$ cat src/rtl/mem_pkg.sv
// Shared encodings for the MEM-stage data-memory access unit.
// Size and state codes are fixed so the EX/MEM buffer and debug views agree on them.
package mem_pkg;

  localparam logic [1:0] SIZE_BYTE = 2'b00;
  localparam logic [1:0] SIZE_HALF = 2'b01;
  localparam logic [1:0] SIZE_WORD = 2'b10;

  localparam int CNT_W = 8;

  typedef enum logic [1:0] {
    ST_IDLE   = 2'd0,
    ST_ACCESS = 2'd1,
    ST_DONE   = 2'd2
  } state_t;

  // Both 2'b10 and 2'b11 are treated as word accesses.
  function automatic logic is_word(input logic [1:0] size);
    return size[1];
  endfunction

endpackage

$ cat src/rtl/mem_lane_align.sv
// Byte-lane steering for the data-memory bus: store replication and enables,
// load extraction and extension, and misalignment detection. Purely combinational.
module mem_lane_align
  import mem_pkg::*;
(
  input  logic [1:0]  i_st_lane,
  input  logic [1:0]  i_st_size,
  input  logic [31:0] i_st_data,
  output logic [31:0] o_wdata,
  output logic [3:0]  o_be,
  output logic        o_misalign,
  input  logic [1:0]  i_ld_lane,
  input  logic [1:0]  i_ld_size,
  input  logic        i_ld_signed,
  input  logic [31:0] i_rdata,
  output logic [31:0] o_ld_data
);

  logic [7:0]  w_byte;
  logic [15:0] w_half;

  always_comb begin
    o_wdata    = i_st_data;
    o_be       = 4'b1111;
    o_misalign = 1'b0;
    if (is_word(i_st_size)) begin
      o_misalign = (i_st_lane != 2'b00);
    end else if (i_st_size == SIZE_HALF) begin
      o_wdata    = {2{i_st_data[15:0]}};
      o_be       = i_st_lane[1] ? 4'b1100 : 4'b0011;
      o_misalign = i_st_lane[0];
    end else begin
      o_wdata    = {4{i_st_data[7:0]}};
      o_be       = 4'b0001 << i_st_lane;
    end
  end

  always_comb begin
    w_byte = 8'h00;
    case (i_ld_lane)
      2'd0:    w_byte = i_rdata[7:0];
      2'd1:    w_byte = i_rdata[15:8];
      2'd2:    w_byte = i_rdata[23:16];
      default: w_byte = i_rdata[31:24];
    endcase
    w_half = i_ld_lane[1] ? i_rdata[31:16] : i_rdata[15:0];
  end

  always_comb begin
    o_ld_data = i_rdata;
    if (i_ld_size == SIZE_HALF) begin
      o_ld_data = {{16{i_ld_signed & w_half[15]}}, w_half};
    end else if (i_ld_size == SIZE_BYTE) begin
      o_ld_data = {{24{i_ld_signed & w_byte[7]}}, w_byte};
    end
  end

endmodule

$ cat src/rtl/mem_access_unit.sv
// MEM-stage data-memory access unit: issues one req/ack bus transaction per load/store,
// holds the pipeline while it is in flight and aborts it after TIMEOUT cycles without ack.
module mem_access_unit
  import mem_pkg::*;
#(
  parameter int TIMEOUT = 16
) (
  input  logic        Clk,
  input  logic        Reset,
  input  logic [31:0] ALUResult,
  input  logic [31:0] WriteData,
  input  logic        MemRead,
  input  logic        MemWrite,
  input  logic [1:0]  MemSize,
  input  logic        MemSigned,
  input  logic [31:0] bus_rdata,
  input  logic        bus_ack,
  output logic        bus_req,
  output logic        bus_we,
  output logic [31:0] bus_addr,
  output logic [31:0] bus_wdata,
  output logic [3:0]  bus_be,
  output logic [31:0] DataMemOut,
  output logic        MemStall,
  output logic        AlignErr,
  output logic        BusErr
);

  localparam logic [CNT_W-1:0] LP_TC = CNT_W'(TIMEOUT - 1);

  state_t            r_state;
  logic [CNT_W-1:0]  r_cnt;
  logic              r_bus_req;
  logic              r_bus_we;
  logic [31:0]       r_bus_addr;
  logic [31:0]       r_bus_wdata;
  logic [3:0]        r_bus_be;
  logic [31:0]       r_dout;
  logic              r_bus_err;
  logic              r_is_load;
  logic [1:0]        r_ld_lane;
  logic [1:0]        r_ld_size;
  logic              r_ld_signed;

  logic              w_access;
  logic              w_misalign;
  logic [31:0]       w_wdata;
  logic [3:0]        w_be;
  logic [31:0]       w_ld_data;

  assign w_access = MemRead | MemWrite;

  // Load extraction uses the lane/size captured at issue, not the live EX/MEM fields.
  mem_lane_align u_align (
    .i_st_lane   (ALUResult[1:0]),
    .i_st_size   (MemSize),
    .i_st_data   (WriteData),
    .o_wdata     (w_wdata),
    .o_be        (w_be),
    .o_misalign  (w_misalign),
    .i_ld_lane   (r_ld_lane),
    .i_ld_size   (r_ld_size),
    .i_ld_signed (r_ld_signed),
    .i_rdata     (bus_rdata),
    .o_ld_data   (w_ld_data)
  );

  always_ff @(posedge Clk or posedge Reset) begin
    if (Reset) begin
      r_state     <= ST_IDLE;
      r_cnt       <= '0;
      r_bus_req   <= 1'b0;
      r_bus_we    <= 1'b0;
      r_bus_addr  <= '0;
      r_bus_wdata <= '0;
      r_bus_be    <= '0;
      r_dout      <= '0;
      r_bus_err   <= 1'b0;
      r_is_load   <= 1'b0;
      r_ld_lane   <= '0;
      r_ld_size   <= '0;
      r_ld_signed <= 1'b0;
    end else begin
      case (r_state)
        ST_IDLE: begin
          if (w_access) begin
            if (w_misalign) begin
              r_dout <= '0;
            end else begin
              r_bus_req   <= 1'b1;
              r_bus_we    <= MemWrite & ~MemRead;
              r_bus_addr  <= {ALUResult[31:2], 2'b00};
              r_bus_wdata <= w_wdata;
              r_bus_be    <= w_be;
              r_is_load   <= MemRead;
              r_ld_lane   <= ALUResult[1:0];
              r_ld_size   <= MemSize;
              r_ld_signed <= MemSigned;
              r_cnt       <= '0;
              r_state     <= ST_ACCESS;
            end
          end
        end
        ST_ACCESS: begin
          r_cnt <= r_cnt + 1'b1;
          if (bus_ack) begin
            r_dout    <= r_is_load ? w_ld_data : 32'h0;
            r_bus_req <= 1'b0;
            r_bus_we  <= 1'b0;
            r_state   <= ST_DONE;
          end else if (r_cnt == LP_TC) begin
            r_dout    <= '0;
            r_bus_req <= 1'b0;
            r_bus_we  <= 1'b0;
            r_bus_err <= 1'b1;
            r_state   <= ST_DONE;
          end
        end
        ST_DONE: begin
          r_bus_err <= 1'b0;
          r_state   <= ST_IDLE;
        end
        default: r_state <= ST_IDLE;
      endcase
    end
  end

  // The hold drops with reset so a squashed access never stalls the pipeline.
  always_comb begin
    MemStall = 1'b0;
    AlignErr = 1'b0;
    case (r_state)
      ST_IDLE: begin
        MemStall = w_access & ~w_misalign;
        AlignErr = w_access & w_misalign;
      end
      ST_ACCESS: MemStall = 1'b1;
      default:   MemStall = 1'b0;
    endcase
    MemStall = MemStall & ~Reset;
  end

  assign bus_req    = r_bus_req;
  assign bus_we     = r_bus_we;
  assign bus_addr   = r_bus_addr;
  assign bus_wdata  = r_bus_wdata;
  assign bus_be     = r_bus_be;
  assign DataMemOut = r_dout;
  assign BusErr     = r_bus_err;

endmodule

$ cat config.mk
export PLATFORM = sky130hd
export DESIGN_NAME = mem_access_unit
export DESIGN_NICKNAME = d
export VERILOG_FILES = /design/src/rtl/mem_pkg.sv /design/src/rtl/mem_lane_align.sv /design/src/rtl/mem_access_unit.sv
export SDC_FILE = /design/constraint.sdc
export NUM_CORES = 1
export LEC_CHECK = 0
export ABC_AREA = 1
export ABC_CLOCK_PERIOD_IN_PS = 9800
export BUFFER_PORTS_ARGS = -buffer_cell sky130_fd_sc_hd__buf_4
export CAP_MARGIN = 20
export CORE_ASPECT_RATIO = 1.1
export CORE_UTILIZATION = 53
export DETAILED_ROUTE_END_ITERATION = 12
export PLACE_DENSITY = 0.85
export SETUP_SLACK_MARGIN = 0.05
export SLEW_MARGIN = 20
export SYNTH_ARGS = -nofsm -noshare
export SYNTH_HDL_FRONTEND = slang
export SYNTH_SLANG_ARGS = --single-unit
$ cat constraint.sdc
create_clock -name Clk -period 9.8 [get_ports Clk]
set_clock_uncertainty 0.05 [all_clocks]
set_input_delay 1.96 -clock Clk [delete_from_list [all_inputs] [get_ports Clk]]
set_output_delay 1.96 -clock Clk [all_outputs]
set_load 0.01 [all_outputs]
Word level (Yosys, flattened, before mapping)

Cells that the tools add are included.

Bits in registers: 117
Bits of input ports: 104

Add/subtract/negate cells: 1
Equal/unequal tests: 13
Shift-type cells: 1
Mux-type cells: 38
Bitwise operators: 10
Reduce and logical (&&, ||, !) cells: 12

Operators with widths:

| cell                  | count |
|---|---|
| $mux W32              | 9 |
| $pmux W32 S2          | 1 |
| $pmux W8 S3           | 1 |
| $mux W16              | 1 |
| $mux W8               | 2 |
| $pmux W8 S2           | 1 |
| $mux W4               | 3 |
| $reduce_and A3 Y1     | 4 |
| $mux W1               | 11 |
| $ne A2 B2 Y1 const B  | 5 |
| $add A8 B1 Y8 const B | 1 |
| $eq A2 B1 Y1 const B  | 4 |
| $eq A8 B4 Y1 const B  | 1 |
| $mux W2               | 4 |
| $pmux W1 S2           | 4 |
| $reduce_and A4 Y1     | 2 |
| $and A1 B1 Y1         | 6 |
| $logic_not A2 Y1      | 3 |
| $reduce_bool A2 Y1    | 3 |
| $eq A2 B2 Y1 const B  | 2 |
| $pmux W2 S2           | 1 |
| $shl A1 B2 Y4 const A | 1 |
| $ne A3 B3 Y1 const B  | 1 |
| $not A1 Y1            | 3 |
| $or A1 B1 Y1          | 1 |

Depth between registers and ports, before layout

Gate-level depths: netlist of run 1.

Depth after elaboration: 8
Gate-level depth with buffers: 11
Gate-level depth less buffers: 8

Hierarchy

A second synthesis of run 1 with hierarchy kept.

Cells, all modules: 847
Area total of the unflattened synthesis: 6092.1 sq um

Modules (own cells, without submodules):

| module          | times used | cells an instance | area each (sq um) |
|---|---|---|---|
| mem_access_unit | 1          | 537               | 4684.5 |
| mem_lane_align  | 1          | 310               | 1407.6 |

Worst setup path before layout of run 1

Ideal clock, no wire load.

Path type: input port to output port
Start point: input MemSize[1]
End point: output MemStall
Data arrival time: 2.789 ns
Data required time: 7.790 ns
Setup slack: 5.001 ns
Cell stages on the path: 8
Path buffers: 1
Cell sequence: buf_2 inv_2 nand2_1 nand2_1 nand3_2 nand2_1 inv_1 nor2_1

Longest elaborated chain between the ends: 7

RTL lines:

| item                          | RTL line               | RTL |
|---|---|---|
| from (decl)                   | mem_access_unit.sv:14  | `input logic [1:0] MemSize,` |
| $eq A2 B1 Y1                  | mem_lane_align.sv:28   | `end else if (i_st_size == SIZE_HALF) begin` |
| $mux W1                       | mem_lane_align.sv:28   |  |
| $mux W1 *                     | mem_lane_align.sv:26   | `if (is_word(i_st_size)) begin` |
| $not A1 Y1 (no source line) * | --                     |  |
| $and A1 B1 Y1 *               | mem_access_unit.sv:134 | `MemStall = w_access & ~w_misalign;` |
| $pmux W1 S2 *                 | mem_access_unit.sv:132 | `case (r_state)` |
| $and A1 B1 Y1 *               | mem_access_unit.sv:140 | `MemStall = MemStall & ~Reset;` |
| to (decl)                     | mem_access_unit.sv:24  | `output logic MemStall,` |

Every way passes the cells marked *; elsewhere a longest branch is shown, timed or not.

Worst setup path in the final report of run 1

Same ends and word-level chain as after synthesis.

==> reports/results.tsv, run 1 <==
metric	value	unit
status	completed	
yosysWarnings	0	
num_rows	38	
fin_crit	5.246	ns
reg2reg_depth	8	
drc	0	
synth_top_area_share	52.47	%
fin_crit_sh	53.53	%
io_buffers	206	
numCtsBuffers	17	
place_hpwl	11.61	mm
worst_slew_pin_slew	0.9151	ns
post-cts-setup-buffers	0	
required	7.79	ns
yosysSeqAreaShare	52.47	%
clk_pin_slew	0.06	ns
fin_tns_setup	0	ns
post_drt_via_cell_ratio	5.202	
clock-root-buffer	clkbuf_8	
use_met3	8.964	%
critical_path_class	in2out	
place_area	7143	µm²
stdcell_area	7709	µm²
num_vias	5644	
power.leakage	4.368	nW
core	10030	µm²
post-route-util	76.84	%
layout.nets	1037	
clock_sinks	117	
clockBufferDepth	2	
cp.depth	9	
io_pins	209	
dieHeight	109.6	µm
grt_most_used_layer	met2	
worstPathArrival	3.24	ns
grt_max_degree	79	
ctsHoldBuffers	0	
fmax	190.6	MHz
rsz0062_at_grt	no	
start_util	55.62	%
cp_num_buf_inv	4	
cts_tree	built	
grt_pass1_vias	5498	
grt_pass1_wl	25.84	mm
slew_violations	0	
layout-drive-gt1-share	28.04	%
synthDistinctLibCells	28	
synthTopCellsByArea	dfrtp_1 (52%), nand2_1 (27%), nand3_1 (3.9%), o21ai_0 (3.3%), inv_1 (2.2%)	
drv_cap	0	
syn_avg_cell_area	7.572	µm²
critical_path.cell_chain	buf_4 > inv_2 > nand2_1 > nand2_1 > nand3_2 > nand2_1 > inv_1 > nor2_1 > buf_4	
cts_resized	0	
n_antenna_cell	0	
grt_util_all_layers	30.85	%
crit_fanout	37	
antenna_found_initial	0	
crit_top_cell	nand2_1	
area_growth	38.14	%
gp_congestion	0.8893	
htreeDepth	4	
power_density	308.4	nW/µm²
ys_seq_elements	117	
firstDrtPassIters	5	
hold_viol_final	0	
worst_path_largest_cell_delay	0.29	ns
holdCritPathClass	reg2reg	
die_w	99.84	µm
drtAntennaViolNets	0	
overflow	0	
netlist_instances	737	
clock_latency	0.53	ns
whs_path_depth	2	
wl	16.23	mm
drt_iter0_markers	358	
vdd_drop_max	0.1772	mV
cp-end-kind	output port	
wl_per_cell	14.96	µm
die_area	10940	µm²
yosysTopAreaCell	dfrtp_1	
critPathTopFamily	buffers and inverters	
met1_usage	36.32	%
slowest_stage	buf_4	
r2r_slack	7.50	ns
syn-cell-area	5580	µm²
whs	0.4241	ns
grt.met2_usage	53.50	%
setup_viol	0	
maxSlewHeadroom	38.92	%
cp-start-kind	primary input	
## tightest hold or removal path: stages, from the launching register on
cell and delay, ns:
dfrtp_1 0.34, nand2_1 0.05, nand2_1 0.05
## registers in the layout (all words and copies together), names as in the netlist, 2 cells and up
name and count:
DataMemOut 32, bus_addr 30, bus_be 4, bus_wdata 32
r_cnt 8, r_ld_lane 2, r_ld_size 2, r_state 2
## cell families (layout without fill, tap and decap cells)
group / Yosys count / in the layout / synth area share [%]
compound gates: 64 / 64 / 6.188
flops: 117 / 117 / 52.47
simple gates: 483 / 483 / 35.18
other cells: 1 / 2 / 0.06720
fa+ha+maj: 1 / 1 / 0.2242
xor+xnor: 1 / 1 / 0.1570
buf+inv: 70 / 277 / 5.717
## per-layer routing
layer | vias to the layer above | routed length [µm]
met5 | - | 0
met4 | 0 | 426
met3 | 41 | 1310
met2 | 250 | 8269
met1 | 2668 | 6223
li1 | 2685 | -
## power by group
group	internal [mW]	total [mW]	switching (mW)
combinational	0.405	0.949	0.544
clock	0.365	0.588	0.224
sequential	0.692	0.840	0.148
## path summary, 6_finish.rpt
check | start | end
max | MemSize[1] | MemStall
min | bus_addr[13]$_DFFE_PP0P_ | bus_addr[13]$_DFFE_PP0P_
max reg2reg | r_cnt[0]$_DFFE_PP0P_ | DataMemOut[18]$_DFFE_PP0P_
min reg2reg | bus_addr[13]$_DFFE_PP0P_ | bus_addr[13]$_DFFE_PP0P_
max in group asynchronous | Reset | r_cnt[3]$_DFFE_PP0P_
min in group asynchronous | Reset | r_cnt[1]$_DFFE_PP0P_
## cells in the mapped netlist
library cell / n
o21bai_1: 1
nor2_8: 1
xor2_1: 1
nand3_4: 1
clkbuf_1: 9
buf_4: 8
dfrtp_1: 117
inv_2: 4
buf_2: 15
o31ai_1: 1
nor2_2: 2
a21oi_1: 14
buf_6: 1
ha_1: 1
nand3_1: 44
nand3_2: 2
inv_1: 33
a21oi_2: 1
o21ai_0: 37
o22ai_1: 3
nand2_1: 395
nor2_1: 23
or2_2: 11
nor2_4: 2
o211ai_1: 3
a31oi_1: 4
conb_1: 1
nand4_1: 2
## metrics by stage
step,power [mW],cells,setup WS (ns)
after CTS,2.383,1085,4.579
after detailed placement,1.787,1053,4.582
final,2.377,1085,4.554
after global placement,1.750,1053,4.637
after floorplan,1.338,738,4.689
after global routing,2.534,1085,4.404
## layout by cell type (no fill, tap or decap), drive strengths merged, types with 2 or more instances in the layout
master,count
conb,2
bufinv,2
a21oi,15
nand2,395
clkinvlp,5
nand4,2
buf,208
o211ai,3
dfrtp,117
nor2,28
clkinv,8
or2,11
clkbuf,18
nand3,47
inv,36
o22ai,3
o21ai,37
a31oi,4
## cell type report
| type | instances | area, µm² |
|---|---|---|
| Inverter | 37 | 142.6 |
| Tap cell | 140 | 175.2 |
| Clock buffer | 18 | 427.9 |
| Sequential cell | 117 | 2928 |
| Multi-Input combinational cell | 551 | 2337 |
| Fill cell | 751 | 2323 |
| Timing Repair Buffer | 208 | 1562 |
| Clock inverter | 14 | 136.4 |
(Power assumes the default switching activity.)
==> run 2, diff against run 1 <==
--- a/config.mk
+++ b/config.mk
@@ -6,13 +6,13 @@
 export NUM_CORES = 1
 export LEC_CHECK = 0
 export ABC_AREA = 1
-export ABC_CLOCK_PERIOD_IN_PS = 9800
+export ABC_CLOCK_PERIOD_IN_PS = 5000
 export BUFFER_PORTS_ARGS = -buffer_cell sky130_fd_sc_hd__buf_4
 export CAP_MARGIN = 20
 export CORE_ASPECT_RATIO = 1.1
-export CORE_UTILIZATION = 53
+export CORE_UTILIZATION = 50
 export DETAILED_ROUTE_END_ITERATION = 12
-export PLACE_DENSITY = 0.85
+export PLACE_DENSITY = 0.81
 export SETUP_SLACK_MARGIN = 0.05
 export SLEW_MARGIN = 20
 export SYNTH_ARGS = -nofsm -noshare
==> constraint.sdc (replaced) <==
create_clock -name Clk -period 5 [get_ports Clk]
set_clock_uncertainty 0.05 [all_clocks]
set_input_delay 1 -clock Clk [delete_from_list [all_inputs] [get_ports Clk]]
set_output_delay 1 -clock Clk [all_outputs]
set_load 0.01 [all_outputs]
==> reports/results.tsv, run 2 (same netlist as run 1, synthesis figures left out) <==
metric	value	unit	change
status	completed		unchanged
layout-drive-gt1-share	28.19	%	was 28.04%
grt_pass1_wl	24.05	mm	was 25.84 mm
final_common_cell	nand2_1		unchanged
die_w	102.7	µm	was 99.84 µm
rsz0062_at_grt	no		unchanged
numCtsBuffers	17		unchanged
reg2reg_depth	8		unchanged
power_density	603.6	nW/µm²	was 308.4 nW/µm²
fin_crit_sh	67.60	%	
hold_end	bus_addr[12]$_DFFE_PP0P_		was bus_addr[13]$_DFFE_PP0P_
slew_violations	0		unchanged
power.leakage	4.391	nW	was 4.368 nW
sw_frac_of_total	38.03	%	was 38.51%
drv_cap	0		unchanged
die_area	11590	µm²	was 10,940 µm²
layout_common_cells	nand2_1 (395), buf_4 (209), dfrtp_1 (117)		was nand2_1 (395), buf_4 (208), dfrtp_1 (117)
wl_per_cell	13.99	µm	was 14.96 µm
clockBufferDepth	2		unchanged
fin_tns_setup	0	ns	unchanged
vdd_drop_max	0.3048	mV	was 0.1772 mV
start_util	51.15	%	was 55.62%
clock-root-buffer	clkbuf_16		was clkbuf_8
maxSlewHeadroom	48.95	%	was 38.92%
post_drt_via_cell_ratio	4.915		was 5.202
fmax	295.9	MHz	
clk_pin_slew	0.06	ns	about the same
power	4.690	mW	was 2.377 mW
drt_iter0_markers	285		was 358
wl	15.30	mm	was 16.23 mm
num_vias	5377		was 5,644
cts_tree	built		unchanged
seqPwrFrac	34.9	%	was 35.3%
hp-start	bus_addr[12]$_DFFE_PP0P_		was bus_addr[13]$_DFFE_PP0P_
fin_crit	3.380	ns	
critical_path_class	in2out		unchanged
r2r-start	r_cnt[0]$_DFFE_PP0P_		unchanged
place_hpwl	10.71	mm	was 11.61 mm
core	10910	µm²	was 10,030 µm²
cp-end-kind	output port		unchanged
worst_slew_pin_slew	0.7658	ns	was 0.9151 ns
post-cts-setup-buffers	0		unchanged
p_clk_share	25.6	%	was 24.7%
p_switching	1.783	mW	was 0.9156 mW
n_antenna_cell	0		unchanged
io_buffers	206		unchanged
crit_fanout	37		unchanged
num_rows	40		was 38
layout.nets	1039		was 1,037
clock_latency	0.41	ns	was 0.53 ns
drc	0		unchanged
cp-start-kind	primary input		unchanged
setup_viol	0		unchanged
firstDrtPassIters	4		was 5
cts_resized	0		unchanged
whs_path_depth	2		unchanged
p_int	2.906	mW	was 1.462 mW
whs	0.4166	ns	was 0.4241 ns
io_pins	209		unchanged
required	3.95	ns	was 7.79 ns
area_growth	39.24	%	was 38.14%
worstPathArrival	2.33	ns	was 3.24 ns
hold_viol_final	0		unchanged
grt_max_degree	79		unchanged
clock_sinks	117		unchanged
overflow	0		unchanged
ctsHoldBuffers	0		unchanged
drtAntennaViolNets	0		unchanged
dieHeight	112.8	µm	was 109.6 µm
gp_congestion	0.8762		was 0.8893
htreeDepth	4		unchanged
holdCritPathClass	reg2reg		unchanged
antenna_found_initial	0		unchanged
comb_power_share	39.6	%	was 39.9%
grt_util_all_layers	27.16	%	was 30.85%
r2r_end	DataMemOut[21]$_DFFE_PP0P_		was DataMemOut[18]$_DFFE_PP0P_
grt_pass1_vias	4938		was 5,498
r2r_slack	2.76	ns	was 7.50 ns
-- run 2: through the flow --
stage	cells	cell area (µm²)	setup WS, ns	utilization (%)
2_1_floorplan	738	5584	0.8492	-
3_3_place_gp	1061	7159	1.692	65.62
3_5_place_dp	1062	7179	1.637	65.80
4_1_cts	1094	7770	1.634	71.22
5_1_grt	1094	7770	1.497	71.22
6_report	1094	7770	1.620	71.22
-- run 2: layout make-up --
cell class	count	area, µm²
clock buffer	18	439.2
clock inverter	14	151.4
fill	923	3141
inverter	37	141.4
multi-input combinational	551	2337
sequential	117	2928
tap	147	183.9
timing repair buffer	210	1589
-- run 2: how the worst max path moves through the flow --
stage,from,end,depth (start not counted)
detailed placement,MemSize[1],MemStall,9
CTS,MemSize[1],MemStall,9
floorplan,Reset,BusErr$_DFFE_PP0P_,1
global route,MemSize[1],MemStall,9
finish,MemSize[1],MemStall,9
global placement,MemSize[1],MemStall,9
-- run 2: critical path, stage by stage --
cell and delay [ns]:
buf_4 0.31, inv_2 0.18, nand2_1 0.12, nand2_1 0.06, nand3_2 0.10, nand2_1 0.19, inv_1 0.17, nor2_1 0.05
buf_4 0.13
-- run 2: metal layers --
metal / up-vias / routed length, µm / global-route usage (%)
met5: - / 0 / 0
met4: 0 / 202 / 8.667
met3: 17 / 1398 / 8.894
met2: 224 / 7505 / 43.82
met1: 2451 / 6196 / 34.41
li1: 2685 / - / -
-- run 2: power groups by stage --
stage | combinational [mW] | sequential, mW | clock (mW)
after floorplan | 0.861 | 1.76 | 0
after global placement | 1.82 | 1.63 | 0
after detailed placement | 1.86 | 1.63 | 0
after CTS | 1.87 | 1.63 | 1.21
after global routing | 2.06 | 1.68 | 1.25
final | 1.86 | 1.63 | 1.20
